<file path="src/rtl/coreUtils.sv">
// Decode types shared by the decode stage and its field decoder: opcodes, legal
// funct3/funct7 values, ALU codes (base and M-extension) and the control bundle.
package coreUtils;

    localparam int IMM_W = 64;

    localparam logic [6:0] OPC_LUI    = 7'b0110111;
    localparam logic [6:0] OPC_AUIPC  = 7'b0010111;
    localparam logic [6:0] OPC_OPIMM  = 7'b0010011;
    localparam logic [6:0] OPC_OP     = 7'b0110011;
    localparam logic [6:0] OPC_LOAD   = 7'b0000011;
    localparam logic [6:0] OPC_STORE  = 7'b0100011;
    localparam logic [6:0] OPC_JAL    = 7'b1101111;
    localparam logic [6:0] OPC_JALR   = 7'b1100111;
    localparam logic [6:0] OPC_BRANCH = 7'b1100011;

    localparam logic [6:0] F7_BASE   = 7'b0000000;
    localparam logic [6:0] F7_ALT    = 7'b0100000;
    localparam logic [6:0] F7_MULDIV = 7'b0000001;

    localparam logic [2:0] F3_ADD_SUB   = 3'b000;
    localparam logic [2:0] F3_SLL       = 3'b001;
    localparam logic [2:0] F3_SLTU      = 3'b011;
    localparam logic [2:0] F3_SR        = 3'b101;
    localparam logic [2:0] F3_JALR      = 3'b000;
    localparam logic [2:0] F3_STORE_MAX = 3'b010;

    typedef enum logic [4:0] {
        ALU_ADD      = 5'b00000,
        ALU_SLL      = 5'b00001,
        ALU_SLT      = 5'b00010,
        ALU_SLTU     = 5'b00011,
        ALU_XOR      = 5'b00100,
        ALU_SRL      = 5'b00101,
        ALU_OR       = 5'b00110,
        ALU_AND      = 5'b00111,
        ALU_SUB      = 5'b01000,
        ALU_SLTU_IMM = 5'b01011,
        ALU_SRA      = 5'b01101,
        ALU_MUL      = 5'b10000,
        ALU_MULH     = 5'b10001,
        ALU_MULHSU   = 5'b10010,
        ALU_MULHU    = 5'b10011,
        ALU_DIV      = 5'b10100,
        ALU_DIVU     = 5'b10101,
        ALU_REM      = 5'b10110,
        ALU_REMU     = 5'b10111
    } alu_codes_t;

    typedef struct packed {
        logic             Wreg;
        logic             Wmem;
        logic             Rmem;
        logic             aluImm;
        logic             aluPc;
        logic             branch;
        logic             jump;
        logic [2:0]       f3;
        alu_codes_t       alu;
        logic [IMM_W-1:0] imm;
    } control_signals_t;

    function automatic logic load_f3_legal(input logic [2:0] f3);
        return !(f3 == 3'b011 || f3 == 3'b110 || f3 == 3'b111);
    endfunction

    function automatic logic branch_f3_legal(input logic [2:0] f3);
        return !(f3 == 3'b010 || f3 == 3'b011);
    endfunction

endpackage

</file>
<file path="src/rtl/decode_comb.sv">
// Combinational field decoder: turns a raw instruction word into the control
// bundle, register indices and an illegal flag.
module decode_comb
    import coreUtils::*;
#(
    parameter int XLEN = 32,
    parameter bit EN_M = 1'b0
) (
    input  logic [31:0]      instr_i,
    output control_signals_t ctrl_o,
    output logic [4:0]       rd_o,
    output logic [4:0]       rs1_o,
    output logic [4:0]       rs2_o,
    output logic             illegal_o
);
    logic [6:0]       opc;
    logic [6:0]       f7;
    logic [2:0]       f3;
    logic [31:0]      imm32;
    logic             illegal;
    control_signals_t ctrl;

    assign opc   = instr_i[6:0];
    assign f3    = instr_i[14:12];
    assign f7    = instr_i[31:25];
    assign rd_o  = instr_i[11:7];
    assign rs1_o = instr_i[19:15];
    assign rs2_o = instr_i[24:20];

    always_comb begin
        ctrl    = '0;
        imm32   = '0;
        illegal = 1'b0;
        ctrl.f3 = f3;
        case (opc)
            OPC_LUI, OPC_AUIPC: begin
                ctrl.Wreg   = 1'b1;
                ctrl.aluImm = 1'b1;
                ctrl.aluPc  = (opc == OPC_AUIPC);
                imm32       = {instr_i[31:12], 12'b0};
            end
            OPC_OPIMM: begin
                ctrl.Wreg   = 1'b1;
                ctrl.aluImm = 1'b1;
                imm32       = {{20{instr_i[31]}}, instr_i[31:20]};
                case (f3)
                    F3_SR: begin
                        ctrl.alu = alu_codes_t'({1'b0, instr_i[30], f3});
                        illegal  = (f7 != F7_BASE) && (f7 != F7_ALT);
                    end
                    F3_SLL: begin
                        ctrl.alu = ALU_SLL;
                        illegal  = (f7 != F7_BASE);
                    end
                    F3_SLTU: ctrl.alu = ALU_SLTU_IMM;
                    default: ctrl.alu = alu_codes_t'({2'b00, f3});
                endcase
            end
            OPC_OP: begin
                ctrl.Wreg = 1'b1;
                if (EN_M && f7 == F7_MULDIV) begin
                    ctrl.alu = alu_codes_t'({2'b10, f3});
                end else begin
                    ctrl.alu = alu_codes_t'({1'b0, instr_i[30], f3});
                    illegal  = !((f7 == F7_BASE) ||
                                 (f7 == F7_ALT && (f3 == F3_ADD_SUB || f3 == F3_SR)));
                end
            end
            OPC_LOAD: begin
                ctrl.Wreg   = 1'b1;
                ctrl.Rmem   = 1'b1;
                ctrl.aluImm = 1'b1;
                imm32       = {{20{instr_i[31]}}, instr_i[31:20]};
                illegal     = !load_f3_legal(f3);
            end
            OPC_STORE: begin
                ctrl.Wmem   = 1'b1;
                ctrl.aluImm = 1'b1;
                imm32       = {{20{instr_i[31]}}, instr_i[31:25], instr_i[11:7]};
                illegal     = (f3 > F3_STORE_MAX);
            end
            OPC_JAL: begin
                ctrl.Wreg  = 1'b1;
                ctrl.jump  = 1'b1;
                ctrl.aluPc = 1'b1;
                imm32      = {{12{instr_i[31]}}, instr_i[19:12], instr_i[20],
                              instr_i[30:21], 1'b0};
            end
            OPC_JALR: begin
                ctrl.Wreg   = 1'b1;
                ctrl.jump   = 1'b1;
                ctrl.aluImm = 1'b1;
                imm32       = {{20{instr_i[31]}}, instr_i[31:20]};
                illegal     = (f3 != F3_JALR);
            end
            OPC_BRANCH: begin
                ctrl.branch = 1'b1;
                ctrl.aluPc  = 1'b1;
                imm32       = {{20{instr_i[31]}}, instr_i[7], instr_i[30:25],
                               instr_i[11:8], 1'b0};
                illegal     = !branch_f3_legal(f3);
            end
            default: illegal = 1'b1;
        endcase
        if (instr_i[1:0] != 2'b11) illegal = 1'b1;
        if (rd_o == 5'd0) ctrl.Wreg = 1'b0;
        // Bits above XLEN stay zero so a 32-bit core never sees sign bits past its datapath.
        ctrl.imm = {{(IMM_W-32){imm32[31] && (XLEN == 64)}}, imm32};
        if (illegal) ctrl = '0;
    end

    assign ctrl_o    = ctrl;
    assign illegal_o = illegal;

endmodule

</file>
<file path="src/rtl/decode_stage.sv">
// Decode pipeline stage: decode_comb at the input feeding either a 2-entry skid
// buffer (registered in_ready) or a single output register.
module decode_stage
    import coreUtils::*;
#(
    parameter int XLEN = 32,
    parameter bit EN_M = 1'b0,
    parameter bit SKID = 1'b1
) (
    input  logic             clk,
    input  logic             rst,
    input  logic             flush,
    input  logic             in_valid,
    output logic             in_ready,
    input  logic [31:0]      in_instr,
    input  logic [XLEN-1:0]  in_pc,
    output logic             out_valid,
    input  logic             out_ready,
    output control_signals_t out_ctrl,
    output logic [XLEN-1:0]  out_pc,
    output logic [4:0]       out_rd,
    output logic [4:0]       out_rs1,
    output logic [4:0]       out_rs2,
    output logic             out_illegal
);
    typedef struct packed {
        control_signals_t ctrl;
        logic [XLEN-1:0]  pc;
        logic [4:0]       rd;
        logic [4:0]       rs1;
        logic [4:0]       rs2;
        logic             illegal;
    } entry_t;

    control_signals_t dec_ctrl;
    logic [4:0]       dec_rd, dec_rs1, dec_rs2;
    logic             dec_illegal;
    entry_t           dec, head;
    entry_t           e0_q, e0_d, e1_q, e1_d;
    logic [1:0]       cnt_q, cnt_d;
    logic             push, pop;

    decode_comb #(
        .XLEN (XLEN),
        .EN_M (EN_M)
    ) u_decode_comb (
        .instr_i   (in_instr),
        .ctrl_o    (dec_ctrl),
        .rd_o      (dec_rd),
        .rs1_o     (dec_rs1),
        .rs2_o     (dec_rs2),
        .illegal_o (dec_illegal)
    );

    assign dec = '{ctrl: dec_ctrl, pc: in_pc, rd: dec_rd, rs1: dec_rs1,
                   rs2: dec_rs2, illegal: dec_illegal};

    // in_ready and the outputs are gated by rst so they read idle during the reset cycle itself.
    assign in_ready  = !rst && (SKID ? (cnt_q != 2'd2) : (cnt_q == 2'd0 || out_ready));
    assign out_valid = !rst && (cnt_q != 2'd0);
    assign push      = in_valid && in_ready;
    assign pop       = out_valid && out_ready;

    always_comb begin
        e0_d  = e0_q;
        e1_d  = e1_q;
        cnt_d = cnt_q;
        case ({push, pop})
            2'b10: begin
                if (cnt_q == 2'd0) e0_d = dec;
                else               e1_d = dec;
                cnt_d = cnt_q + 2'd1;
            end
            2'b01: begin
                e0_d  = e1_q;
                cnt_d = cnt_q - 2'd1;
            end
            2'b11: begin
                if (cnt_q == 2'd1) begin
                    e0_d = dec;
                end else begin
                    e0_d = e1_q;
                    e1_d = dec;
                end
            end
            default: ;
        endcase
        if (flush) cnt_d = 2'd0;
    end

    always_ff @(posedge clk) begin
        if (rst) begin
            cnt_q <= 2'd0;
            e0_q  <= '0;
            e1_q  <= '0;
        end else begin
            cnt_q <= cnt_d;
            e0_q  <= e0_d;
            e1_q  <= e1_d;
        end
    end

    assign head        = rst ? '0 : e0_q;
    assign out_ctrl    = head.ctrl;
    assign out_pc      = head.pc;
    assign out_rd      = head.rd;
    assign out_rs1     = head.rs1;
    assign out_rs2     = head.rs2;
    assign out_illegal = head.illegal;

endmodule

</file>
<file path="config.mk">
export PLATFORM = sky130hd
export DESIGN_NAME = decode_stage
export DESIGN_NICKNAME = d
export VERILOG_FILES = /design/src/rtl/coreUtils.sv /design/src/rtl/decode_comb.sv /design/src/rtl/decode_stage.sv
export SDC_FILE = /design/constraint.sdc
export NUM_CORES = 1
export LEC_CHECK = 0
export BUFFER_PORTS_ARGS = -buffer_cell sky130_fd_sc_hd__buf_2
export CORE_ASPECT_RATIO = 1.2
export CORE_MARGIN = 1
export CORE_UTILIZATION = 59
export CTS_CLUSTER_DIAMETER = 120
export DETAILED_ROUTE_END_ITERATION = 8
export GPL_ROUTABILITY_DRIVEN = 0
export HOLD_SLACK_MARGIN = 0.02
export MAX_ROUTING_LAYER = met4
export PLACE_DENSITY = 0.95
export SLEW_MARGIN = 10
export SYNTH_ARGS = -nofsm -noshare
export SYNTH_HDL_FRONTEND = slang
export SYNTH_SLANG_ARGS = --single-unit
</file>
<file path="constraint.sdc">
create_clock -name clk -period 7.6 [get_ports clk]
set_clock_uncertainty 0.05 [all_clocks]
set_input_delay 0.76 -clock clk [delete_from_list [all_inputs] [get_ports clk]]
set_output_delay 0.76 -clock clk [all_outputs]
set_load 0.01 [all_outputs]
</file>
* Word level (Yosys, flattened, before mapping)
Index checks and enable logic that the tools add are counted.
Operators by class: $add $sub $neg 2, $lt $le $gt $ge 1, equal/unequal tests 26, multiplexer cells 23, reduce and logical (&&, ||, !) cells 33
Operators with widths (number):
- $mux 127 | 5
- $pmux 127 s3 | 1
- $pmux 127 s2 | 1
- $pmux 32 s5 | 1
- $mux 79 | 1
- $eq 7x6->1 const B | 4
- $eq 7x7->1 const B | 3
- $eq 7x5->1 const B | 2
- $pmux 4 s3 | 1
- $ne 2x2->1 const B | 5
- $pmux 5 s2 | 1
- $eq 3x3->1 const B | 3
- $mux 1 | 8
- $reduce_or 2->1 | 4
- $eq 7x2->1 const B | 1
- $logic_not 7->1 | 1
- $ne 7x6->1 const B | 1
- $pmux 1 s7 | 1
- $reduce_bool 7->1 | 1
- $reduce_or 7->1 | 1
- $eq 3x2->1 const B | 2
- $logic_and 1x1->1 | 6
- $reduce_bool 2->1 | 3
- $reduce_bool 3->1 | 2
- other kinds (17) | 26
Storage, ports and cells: register bits 256, input bits 69, output and inout port bits 129, word-level logic and storage cells 116

* Longest topological paths before layout
depth after elaboration 10, mapped depth 13

* Cells and area by module
From an unflattened synthesis, not the netlist that was laid out.
Unflattened totals: cell total of the unflattened synthesis 1914, area, all modules 15765.1 um^2
By module, submodules not included:
- decode_stage | times used 1, cells each 1678, area an instance 13897.1 um^2, seq. area each 5124.9 um^2
- decode_comb | times used 1, cells each 236, area an instance 1868.0 um^2, seq. area each 0.0 um^2

* Worst setup path after synthesis
OpenSTA, ideal clock, no wires.
path kind input -> register, from input port rst, to register e0_q[31] (netlist name), library setup time 0.078 ns, arrival time 2.987 ns, required time 7.472 ns, setup slack 4.485 ns, stages 11, cells stage by stage clkbuf_1 > clkbuf_1 > nor2_1 > nand2_1 > inv_1 > ha_1 > a21oi_1 > clkbuf_1 > clkbuf_1 > nor2_1 > nor3_1
On the way: word-level cells in the longest chain between the ends 6, elaborated cells on any way between the ends 12, classes of those cells eq/ne (4); mux (1); reduce/logical (7)
Ends and longest elaborated chain:
- from (decl) | RTL line decode_stage.sv:11 | input logic rst,
- $logic_not 1->1 * | RTL line decode_stage.sv:59 | assign in_ready = !rst && (SKID ? (cnt_q != 2'd2) : (cnt_q == 2'd0 || out_ready));
- $logic_and 1x1->1 * | RTL line decode_stage.sv:59
- named net in_ready | RTL line decode_stage.sv:14 | output logic in_ready,
- $logic_and 1x1->1 * | RTL line decode_stage.sv:61 | assign push = in_valid && in_ready;
- $eq 2x2->1 / $eq 2x1->1 (equally long branches) | RTL line decode_stage.sv:68 | case ({push, pop})
- $ne 2x2->1 (no line) / $reduce_bool 3->1 (equally long branches)
- $reduce_and 2->1 (no line)
- to (signal assigned) | RTL line decode_stage.sv:94 | e0_q <= '0;
- to (signal assigned) | RTL line decode_stage.sv:98 | e0_q <= e0_d;
- to (decl) | RTL line decode_stage.sv:39 | entry_t e0_q, e0_d, e1_q, e1_d;
The timed path passes the listed nets; every way through them passes the cells marked *. A chain may end at the register's enable or synchronous reset.

* Worst setup path after layout
from input port rst, to output port out_pc[29]
On the way: word-level cells in the longest chain between the ends 1
Ends and longest elaborated chain:
- $mux 127 | RTL line decode_stage.sv:103 | assign head = rst ? '0 : e0_q;
- to (decl) | RTL line decode_stage.sv:20 | output logic [XLEN-1:0] out_pc,
Every way passes these cells.

==> results.py <==
metrics = {
    "outcome": {
        "status": "finished clean",
    },
    "floorplan": {
        "num_io_pins": 198,
        "die_w_um": 114,
        "start_util": 0.608,
        "rows": 48,
        "die_area_um2": 15500,
        "die_h_um": 136,
        "core_area_um2": 14500,
    },
    "finish": {
        "diodes": 0,
        "final_net_count": 1256,
        "seq_area_um2": 3800,
        "nFillCells": 1134,
        "multiInputGateArea_um2": 4520,
        "layout-drive-gt1-share": 0.184,
        "syn_to_final_growth_pct": 14.5,
    },
    "grt": {
        "grt_usage": 0.315,
        "grt_max_degree": 91,
        "antenna_found_initial": 0,
        "grt_pass1_vias": 7782,
        "grt_pass1_wl_mm": 37.5,
        "overflow": 0,
    },
    "cts": {
        "tritoncts": "yes",
        "clk_latency_ns": 0.44,
        "clk_path_buf_depth": 2,
        "hold_buffers": 0,
        "cts-root-buf": "clkbuf_16",
        "numCtsBuffers": 17,
        "htree_levels": 4,
        "cts_resized": 0,
        "clkSlewWorstSetupHoldPaths_ns": 0.07,
        "clock-sinks": 190,
        "post_cts_buffers": 0,
    },
    "drt": {
        "wire_per_inst_um": 16.9,
        "vias": 8451,
        "finalWirelength_mm": 23.5,
        "drc": 0,
        "firstDrtPassIters": 7,
        "drtAntennaViolNets": 0,
        "drt_iter0_drc": 893,
        "routed_via_density": 6.07,
    },
    "synth": {
        "synth_top_area_cell": "dfxtp_1",
        "yosysUniqueCellTypes": 60,
        "synth_most_common_cell": "dfxtp_1",
        "ys_ff_latch": 190,
        "synth_cells": 1085,
        "yosys_warnings": 0,
        "synthArstFlopShare": 0,
        "yosysSeqAreaShare": 0.430,
        "synth_top_cell_area_share": 0.430,
        "syn_area_per_cell_um2": 8.15,
        "synth_area_leaders": "dfxtp_1, nor2b_1, a21oi_1",
        "synth_edf_count": 0,
        "synthesis.area_um2": 8840,
        "synth_common_cells": "dfxtp_1, nand2_1, a21oi_1, nor2_1, nor2b_1",
        "synth-main-ff-cell": "dfxtp_1",
    },
    "timing": {
        "setup_ws_ns": 3.74,
        "maxSlewHeadroom": 0.284,
        "worst_slew_pin_slew_ns": 1.07,
        "tns_ns": 0,
        "post-route-min-period_ns": 3.86,
        "rsz0062_at_grt": "false",
        "slew_viol_final": 0,
        "period_share": 0.508,
        "max_freq_ghz": 0.259,
        "setup_viol": 0,
        "finalHoldViolCount": 0,
    },
    "worst_setup_path": {
        "critPathTopFamily": "buffers and inverters",
        "path_buf_inv": 4,
        "crit_fanout": 90,
        "crit_path_top_delay_cell": "buf_4",
        "arrival_ns": 3.05,
        "critPathRequiredTime_ns": 6.79,
        "end_kind": "output pin",
        "crit_chain": "buf_6 -> buf_4 -> buf_4 -> nor2b_1 -> buf_2",
        "start_kind": "primary input",
        "worst-setup-path-type": "primary input to output pin",
        "cp_slowest_stage_delay_ns": 0.80,
        "crit_top_cell": "buf_4",
    },
    "pwr": {
        "max-vdd-ir-drop_mv": 0.173,
        "p_per_area_nw_per_um2": 229,
        "leakagePower_nw": 4.09,
    },
    "placement": {
        "portBuffers": 164,
        "pre_cts_ws_ns": 3.58,
        "hpwl_mm": 15.1,
    },
    "job": {
        "maxCapViolations": 0,
    },
    "min_path": {
        "hold_class": "flip-flop to flip-flop",
    },
}
==> metrics by stage <==
stage,util,power [W],hold WS [ns],area (um2),cells
2_1_floorplan,-,0.00132,0.375,8960,1117
3_3_place_gp,0.655,0.00139,0.384,9510,1361
3_5_place_dp,0.655,0.00140,0.392,9510,1361
4_1_cts,0.697,0.00232,0.403,10100,1393
5_1_grt,0.697,0.00240,0.425,10100,1393
6_report,0.697,0.00232,0.402,10100,1393
==> flip-flops by register name, summed over array words and instances (netlist names) <==
| register | cells |
|---|---|
| e1_q | 94 |
| e0_q | 94 |
| cnt_q | 2 |
==> cells in the final DEF (no fill, tap or decap), types with 9 or more instances in the layout <==
| cell | count |
|---|---|
| a211o_1 | 22 |
| nor2b_1 | 98 |
| o21ai_0 | 26 |
| dfxtp_1 | 190 |
| nor3_1 | 56 |
| inv_1 | 9 |
| buf_4 | 11 |
| buf_2 | 163 |
| clkbuf_16 | 17 |
| nor2_1 | 106 |
| a22o_1 | 16 |
| a221oi_1 | 52 |
| conb_1 | 33 |
| a211oi_1 | 22 |
| a22oi_1 | 16 |
| a32oi_1 | 13 |
| a21oi_1 | 108 |
| nand2_1 | 128 |
==> worst paths after layout <==
kind | from | end | slack, ns | depth (start not counted)
worst max-delay path | rst | out_pc[29] | 3.74 | 5
worst min-delay path | e1_q[72]$_SDFFE_PP0P_ | e1_q[72]$_SDFFE_PP0P_ | 0.40 | 2
worst max register to register | cnt_q[0]$_SDFFE_PP0P_ | e0_q[114]$_SDFFE_PP0P_ | 3.87 | 11
worst min register to register | e1_q[72]$_SDFFE_PP0P_ | e1_q[72]$_SDFFE_PP0P_ | 0.40 | 2
==> worst reg2reg max path, cell delays in order (launching register included) <==
cell and delay [ns]:
dfxtp_1 0.37, inv_1 0.09, ha_1 0.24, nor2_1 0.13
nand2_1 0.18, inv_1 0.16, ha_1 0.32, a21oi_1 0.16
nor2_4 0.80, buf_4 0.63, a221oi_1 0.25, nor3_1 0.27
==> routing by layer <==
layer | part of all wire | wire [um] | GRT usage
met4 | 0.037 | 862 | 0.160
met3 | 0.091 | 2150 | 0.0722
met2 | 0.49 | 11500 | 0.501
met1 | 0.38 | 8940 | 0.372
met5 | 0 | 0 | -
==> power breakdown <==
| group | switching, W | total (W) | internal [W] |
|---|---|---|---|
| sequential | 0.0000277 | 0.00108 | 0.00105 |
| combinational | 0.000197 | 0.000310 | 0.000113 |
| clock | 0.000406 | 0.000931 | 0.000525 |
| total | 0.000630 | 0.00232 | 0.00169 |
==> logic make-up (layout without fill, tap and decap cells) <==
| group | count (synthesis) | after routing | synth area share |
|---|---|---|---|
| AO/OA/AOI/OAI | 311 | 311 | 0.245 |
| multiplexers | 2 | 2 | 0.00226 |
| other | 1 | 33 | 0.000424 |
| flip-flops | 190 | 190 | 0.430 |
| adder cells (fa/ha/maj) | 7 | 7 | 0.00991 |
| XOR/XNOR | 2 | 2 | 0.00198 |
| buffers and inverters | 140 | 216 | 0.0766 |
| AND/OR/NAND/NOR | 432 | 432 | 0.234 |
==> cell type report <==
class / instances / share of cell area
clock buffers: 18 / 0.0424
inverters: 9 / 0.00334
flip-flops and latches: 190 / 0.376
repair buffers: 175 / 0.0898
multi-input cells: 787 / 0.446
clock inverters: 14 / 0.0180
well taps: 200 / 0.0247
(Power assumes the default switching activity.)
